===== src/rtl/flappy_pipes_pkg.sv =====
// Shared definitions for the pipe/collision stage: geometry defaults,
// one-hot state encoding and LFSR constants.
package flappy_pipes_pkg;

    // Geometry defaults, also used by the bird FSM and the renderer
    localparam int DEF_SCREEN_H  = 600;
    localparam int DEF_SPACING   = 300;
    localparam int DEF_PIPE_W    = 60;
    localparam int DEF_GAP_H     = 150;
    localparam int DEF_GAP_MIN   = 100;
    localparam int DEF_BIRD_SIZE = 20;
    localparam int DEF_SPEED     = 2;

    // One-hot play state; each bit drives one q_* output directly
    typedef enum logic [2:0] {
        S_IDLE   = 3'b001,
        S_SCROLL = 3'b010,
        S_HIT    = 3'b100
    } state_t;

    // Galois taps for x^16+x^14+x^13+x^11+1 (right-shifting form)
    localparam logic [15:0] LFSR_SEED = 16'hACE1;
    localparam logic [15:0] LFSR_TAPS = 16'hB400;

endpackage


===== src/rtl/flappy_lfsr.sv =====
// 16-bit Galois LFSR random source for pipe gap heights. Seeded only by
// Reset so that successive games after Clear see different gaps.
module flappy_lfsr
    import flappy_pipes_pkg::*;
(
    input  logic        Clk,
    input  logic        Reset,
    output logic [15:0] rnd
);

    // Advance every cycle: shift right and fold in the taps when a one drops out
    always_ff @(posedge Clk) begin
        if (Reset)
            rnd <= LFSR_SEED;
        else
            rnd <= {1'b0, rnd[15:1]} ^ (rnd[0] ? LFSR_TAPS : 16'h0000);
    end

endmodule


===== src/rtl/flappy_pipes.sv =====
// Pipe scrolling, respawn, collision and scoring stage for Flappy Bird.
// Two pipe columns scroll left on Tick, respawn two pitches to the right
// with a random gap, and a sticky Hit reports any pipe or floor collision.
module flappy_pipes
    import flappy_pipes_pkg::*;
#(
    parameter int SCREEN_H  = DEF_SCREEN_H,
    parameter int SPACING   = DEF_SPACING,
    parameter int PIPE_W    = DEF_PIPE_W,
    parameter int GAP_H     = DEF_GAP_H,
    parameter int GAP_MIN   = DEF_GAP_MIN,
    parameter int BIRD_SIZE = DEF_BIRD_SIZE,
    parameter int SPEED     = DEF_SPEED
) (
    input  logic       Clk,
    input  logic       Reset,
    input  logic       Tick,
    input  logic       Run,
    input  logic       Clear,
    input  logic [9:0] XBird,
    input  logic [9:0] YBird,
    output logic [9:0] Pipe0X,
    output logic [9:0] Pipe1X,
    output logic [9:0] Pipe0Gap,
    output logic [9:0] Pipe1Gap,
    output logic       Hit,
    output logic [7:0] Score,
    output logic       q_Idle,
    output logic       q_Scroll,
    output logic       q_Hit
);

    // Comparisons are done 11 bits wide so sums of 10-bit values never wrap
    localparam logic [10:0] SCREEN_H11 = 11'(SCREEN_H);
    localparam logic [10:0] PIPE_W11   = 11'(PIPE_W);
    localparam logic [10:0] GAP_H11    = 11'(GAP_H);
    localparam logic [10:0] BIRD11     = 11'(BIRD_SIZE);
    localparam logic [9:0]  SPEED10    = 10'(SPEED);
    localparam logic [9:0]  WRAP_ADD   = 10'(2 * SPACING - SPEED);
    localparam logic [9:0]  X0_INIT    = 10'(2 * SPACING);
    localparam logic [9:0]  X1_INIT    = 10'(3 * SPACING);
    localparam logic [9:0]  GAP_INIT   = 10'(GAP_MIN + 128);
    localparam logic [9:0]  GAP_MIN10  = 10'(GAP_MIN);

    state_t           state;
    logic [2:0]       state_bits;
    logic [1:0][9:0]  px;
    logic [1:0][9:0]  gap;
    logic [1:0]       passed;
    logic [7:0]       score;
    logic [15:0]      rnd;

    logic [1:0]       pipe_hit;
    logic [1:0]       pass_now;
    logic [1:0]       respawn;
    logic [1:0][9:0]  next_x;
    logic [1:0][9:0]  rnd_gap;
    logic [10:0]      xb;
    logic [10:0]      yb;
    logic             floor_hit;
    logic             collide;
    logic [1:0]       inc;
    logic [8:0]       score_sum;
    logic [7:0]       score_next;

    flappy_lfsr u_lfsr (
        .Clk   (Clk),
        .Reset (Reset),
        .rnd   (rnd)
    );

    assign xb = {1'b0, XBird};
    assign yb = {1'b0, YBird};

    // Per-pipe collision, pass detection and next position
    for (genvar i = 0; i < 2; i++) begin : g_pipe
        logic [10:0] xi;
        logic [10:0] gi;
        logic        overlap;
        assign xi          = {1'b0, px[i]};
        assign gi          = {1'b0, gap[i]};
        assign overlap     = (xi < xb + BIRD11) && (xi + PIPE_W11 > xb);
        assign pipe_hit[i] = overlap && ((yb < gi) || (yb + BIRD11 > gi + GAP_H11));
        assign pass_now[i] = (xi + PIPE_W11 < xb);
        assign respawn[i]  = (px[i] < SPEED10);
        assign next_x[i]   = respawn[i] ? px[i] + WRAP_ADD : px[i] - SPEED10;
        assign rnd_gap[i]  = GAP_MIN10 + {2'b00, rnd[8*i +: 8]};
    end

    assign floor_hit = (yb + BIRD11 > SCREEN_H11);
    assign collide   = floor_hit || (|pipe_hit);

    // A pipe scores only on the cycle its passed flag first sets
    assign inc        = {1'b0, pass_now[0] & ~passed[0]} + {1'b0, pass_now[1] & ~passed[1]};
    assign score_sum  = {1'b0, score} + {7'b0, inc};
    assign score_next = score_sum[8] ? 8'hFF : score_sum[7:0];

    // Play FSM and per-pipe registers; Reset > Clear > collision > Tick
    always_ff @(posedge Clk) begin
        if (Reset) begin
            state  <= S_IDLE;
            px[0]  <= X0_INIT;
            px[1]  <= X1_INIT;
            gap[0] <= GAP_INIT;
            gap[1] <= GAP_INIT;
            passed <= 2'b00;
            score  <= 8'd0;
        end else if (Clear) begin
            state  <= S_IDLE;
            px[0]  <= X0_INIT;
            px[1]  <= X1_INIT;
            gap[0] <= rnd_gap[0];
            gap[1] <= rnd_gap[1];
            passed <= 2'b00;
            score  <= 8'd0;
        end else begin
            case (state)
                S_IDLE: begin
                    if (Run)
                        state <= S_SCROLL;
                end
                S_SCROLL: begin
                    score  <= score_next;
                    passed <= passed | pass_now;
                    if (collide) begin
                        state <= S_HIT;
                    end else if (Tick && Run) begin
                        for (int i = 0; i < 2; i++) begin
                            px[i] <= next_x[i];
                            if (respawn[i]) begin
                                gap[i]    <= rnd_gap[i];
                                passed[i] <= 1'b0;
                            end
                        end
                    end
                end
                S_HIT: ;
                default: state <= S_IDLE;
            endcase
        end
    end

    assign state_bits = state;
    assign Pipe0X     = px[0];
    assign Pipe1X     = px[1];
    assign Pipe0Gap   = gap[0];
    assign Pipe1Gap   = gap[1];
    assign Score      = score;
    assign q_Idle     = state_bits[0];
    assign q_Scroll   = state_bits[1];
    assign q_Hit      = state_bits[2];
    assign Hit        = state_bits[2];

endmodule


===== config.mk =====
export PLATFORM = sky130hd
export DESIGN_NAME = flappy_pipes
export DESIGN_NICKNAME = d
export VERILOG_FILES = /design/src/rtl/flappy_pipes_pkg.sv /design/src/rtl/flappy_lfsr.sv /design/src/rtl/flappy_pipes.sv
export SDC_FILE = /design/constraint.sdc
export NUM_CORES = 1
export LEC_CHECK = 0
export CORE_ASPECT_RATIO = 0.75
export CORE_MARGIN = 2
export CORE_UTILIZATION = 65
export DETAILED_ROUTE_END_ITERATION = 10
export DONT_BUFFER_PORTS = 1
export PLACE_DENSITY = 0.89
export SYNTH_ARGS = -nofsm -noshare
export SYNTH_HDL_FRONTEND = slang
export SYNTH_SLANG_ARGS = --single-unit

===== constraint.sdc =====
create_clock -name Clk -period 3.96 [get_ports Clk]
set_input_delay 0 -clock Clk [delete_from_list [all_inputs] [get_ports Clk]]
set_output_delay 0 -clock Clk [all_outputs]
set_load 0.02 [all_outputs]

==> flow_metrics.tcl <==
set metrics [dict create \
    outcome "finished, final reports clean" \
    die_w_um 111 \
    grtUsageMet2 0.5036 \
    cts_tree "done" \
    endpoint_kind "register" \
    final_nets 796 \
    min_path_type "primary input to register" \
    finalHoldViolations 0 \
    clock-sinks 65 \
    synth-seq-area-share 0.2331 \
    drive_gt1_frac 0.1164 \
    grt_util_met1 0.4374 \
    p_per_area_nw_per_um2 324.0 \
    synth_edf_count 0 \
    rr_endpoint "Score[1]" \
    syn_avg_cell_area_um2 8.406 \
    cts_buffers 9 \
    grt_use_total 0.3202 \
    peakVddDrop_uv 471.5 \
    path_class "register to register" \
    core.rowCount 29 \
    antenna_cells 0 \
    grt_util_met3 0.07798 \
    gr-total-overflow 0 \
    dp_hpwl_um 11340 \
    cp.arrival_ns 4.07 \
    dieArea_um2 9352 \
    yosys_register_bits 65 \
    synth_top_area_cell "dfxtp_1" \
    clk_pin_slew_ns 0.06 \
    fmax_mhz 262.7 \
    cts_root_buffer "clkbuf_16" \
    grt-busiest-layer "met2" \
    wl_per_cell_um 19.33 \
    setup_tns_ns 0 \
    clk_latency_ns 0.34 \
    area_delta_synth_final_pct 11.03 \
    die_y_um 84.25 \
    dr.pass1.iters 5 \
    synth_top_area_frac 0.2331 \
    io_buffers 0 \
    drt_wl_total_um 15360 \
    first_global_vias 4859 \
    clockBufferDepth 2 \
    cap_violations 0 \
    antenna_found_initial 0 \
    timing.hold.ws_ns 0.1794 \
    finalSetupViolations 0 \
    min_to "Score[5]" \
    grt_max_degree 50 \
    synth-main-ff-cell "dfxtp_1" \
    grt_pass1_wl_um 24240 \
    synthCells 664 \
    synth_cell_types 69 \
    skew_ns 0.01031 \
    htree_levels 3 \
    reg2regPathDepth 18 \
    min_path_cells 2 \
    drc 0 \
    synth_warnings 0 \
    gp_congestion 0.9986 \
    ys_top_cells_by_area "dfxtp_1, ha_1, xnor2_1" \
    num-fill-cells 555 \
    min-delay-start "Reset" \
    core_um2 8382 \
    worst_slew_pin_slew_ns 0.8957 \
    initial_core_util 0.6659 \
    fin_crit_sh 0.9613 \
    antenna_left 0 \
    route.vias.total 5101 \
    cp-start-kind "register" \
    async_reset_ff_frac 0 \
    ioPinCount 77 \
    post-route-min-period_ns 3.807 \
    relSlewSlack 0.4007 \
    syn_area_um2 5582 \
    reg2reg_slack_ns 0.15 \
    critPathRequiredTime_ns 4.22 \
    worstPathMaxFanout 9 \
    regToRegStartpoint "Pipe0X[3]" \
    leakagePower_nw 2.652 \
    via_per_inst 6.416 \
    drt_iter0_drc 441 \
    maxSlewViolCount 0 \
]
-- what timing repair did --
action	in CTS	in global routing
setup buffers	0	0
hold endpoints to repair	41	0
hold buffers	5	0
resized for setup	4	17
pin swaps	0	3
setup endpoints to repair	6	28
-- worst max path at each step --
| stage | startpoint | to | depth (start not counted) |
|---|---|---|---|
| floorplan | Pipe0X[2] | Score[5] | 18 |
| global placement | Pipe1X[2] | Pipe0X[7] | 13 |
| detailed placement | Pipe0X[3] | Score[2] | 17 |
| CTS | Pipe1X[3] | Score[2] | 16 |
| global route | Pipe0X[3] | Score[3] | 18 |
| finish | Pipe0X[3] | Score[1] | 18 |
-- stage by stage --
step | setup WS, ns | instance area, um2 | utilization | cells | total power [mW]
after floorplan | 0.2551 | 5593 | - | 667 | 1.054
after global placement | 0.2317 | 5762 | 0.6874 | 774 | 1.122
after detailed placement | 0.01225 | 5762 | 0.6874 | 774 | 1.150
after CTS | 0.03509 | 6141 | 0.7326 | 795 | 1.991
after global routing | -0.05457 | 6197 | 0.7394 | 795 | 2.082
final | 0.1534 | 6197 | 0.7394 | 795 | 2.008
-- area by class of cell --
cell class | instances | area (um2) | share of cell area
clock buffers | 9 | 225.2 | 0.03634
clock inverters | 7 | 76.32 | 0.01232
inverters | 46 | 172.7 | 0.02786
multi-input cells | 532 | 4053 | 0.6539
flip-flops and latches | 65 | 1303 | 0.2102
well taps | 108 | 135.1 | 0.02181
repair buffers | 28 | 232.7 | 0.03755
-- worst max-delay path: stages, from the launching register on --
cell       delay (ns)
dfxtp_2          0.37
inv_2            0.08
ha_2             0.19
or3b_4           0.43
nand3_1          0.11
xnor2_1          0.12
ha_1             0.27
nand4_1          0.11
a21oi_1          0.07
a2111oi_4        0.35
and2_4           0.22
nand2b_1         0.08
fa_1             0.40
inv_1            0.11
ha_2             0.21
nand3_2          0.13
nor2_2           0.17
nand2_2          0.13
a21oi_1          0.17
-- routing by layer --
layer / share of wire / wire length (um)
met2: 0.44 / 6794
met4: 0.022 / 344
met3: 0.093 / 1434
met1: 0.44 / 6790
met5: 0 / 0
-- where the power goes --
group	leakage [nW]	internal [mW]	switching, mW	total, mW
Clock	0.143	0.493	0.344	0.837
Combinational	1.98	0.199	0.252	0.451
Sequential	0.532	0.681	0.0389	0.719
Total	2.65	1.37	0.635	2.01
-- cells by family (layout without fill, tap and decap cells) --
| group | count (synthesis) | in the layout | synth area share |
|---|---|---|---|
| other | 1 | 4 | 0.0006718 |
| XOR/XNOR | 52 | 52 | 0.08159 |
| AO/OA/AOI/OAI | 146 | 146 | 0.1753 |
| AND/OR/NAND/NOR | 221 | 221 | 0.2152 |
| buffers and inverters | 70 | 90 | 0.05582 |
| adder cells (fa/ha/maj) | 89 | 89 | 0.2009 |
| multiplexers | 20 | 20 | 0.03743 |
| flip-flops | 65 | 65 | 0.2331 |
-- state kept, by name (all words and copies together) (netlist names) --
signal / count
passed: 2
state: 3
Pipe1X: 9
Score: 8
u_lfsr.rnd: 16
Pipe1Gap: 9
Pipe0X: 9
Pipe0Gap: 9
-- placed cells by master, fill, tap and decap left out, types with 12 or more instances in the layout --
cell type,n
nor2b_1,12
nand2b_1,22
nand2_1,27
nor3_1,13
nand4_1,13
buf_4,23
xnor2_1,36
o21ai_0,30
or3_1,15
dfxtp_1,64
a21oi_1,44
nand3_1,19
inv_1,44
ha_1,85
mux2i_1,15
xor2_1,16
nor2_1,59
-- synthesized netlist by cell type, drive strengths merged, types with 2 or more instances --
cell and n:
a2111o 2, a211o 4, a211oi 9, a21o 6, a21oi 49, a22oi 2, a32oi 2, a41oi 3
and3 3, buf 14, clkbuf 10, dfxtp 65, ha 88, inv 46, mux2 4, mux2i 16
nand2 28, nand2b 22, nand3 21, nand3b 5, nand4 13, nor2 61, nor2b 12, nor3 15
nor3b 8, nor4 2, o2111ai 2, o211ai 6, o21a 8, o21ai 31, o21bai 2, o22ai 3
o31ai 5, o32a 2, or2 7, or3 17, or4 4, xnor2 36, xor2 16
(Power assumes the default switching activity.)
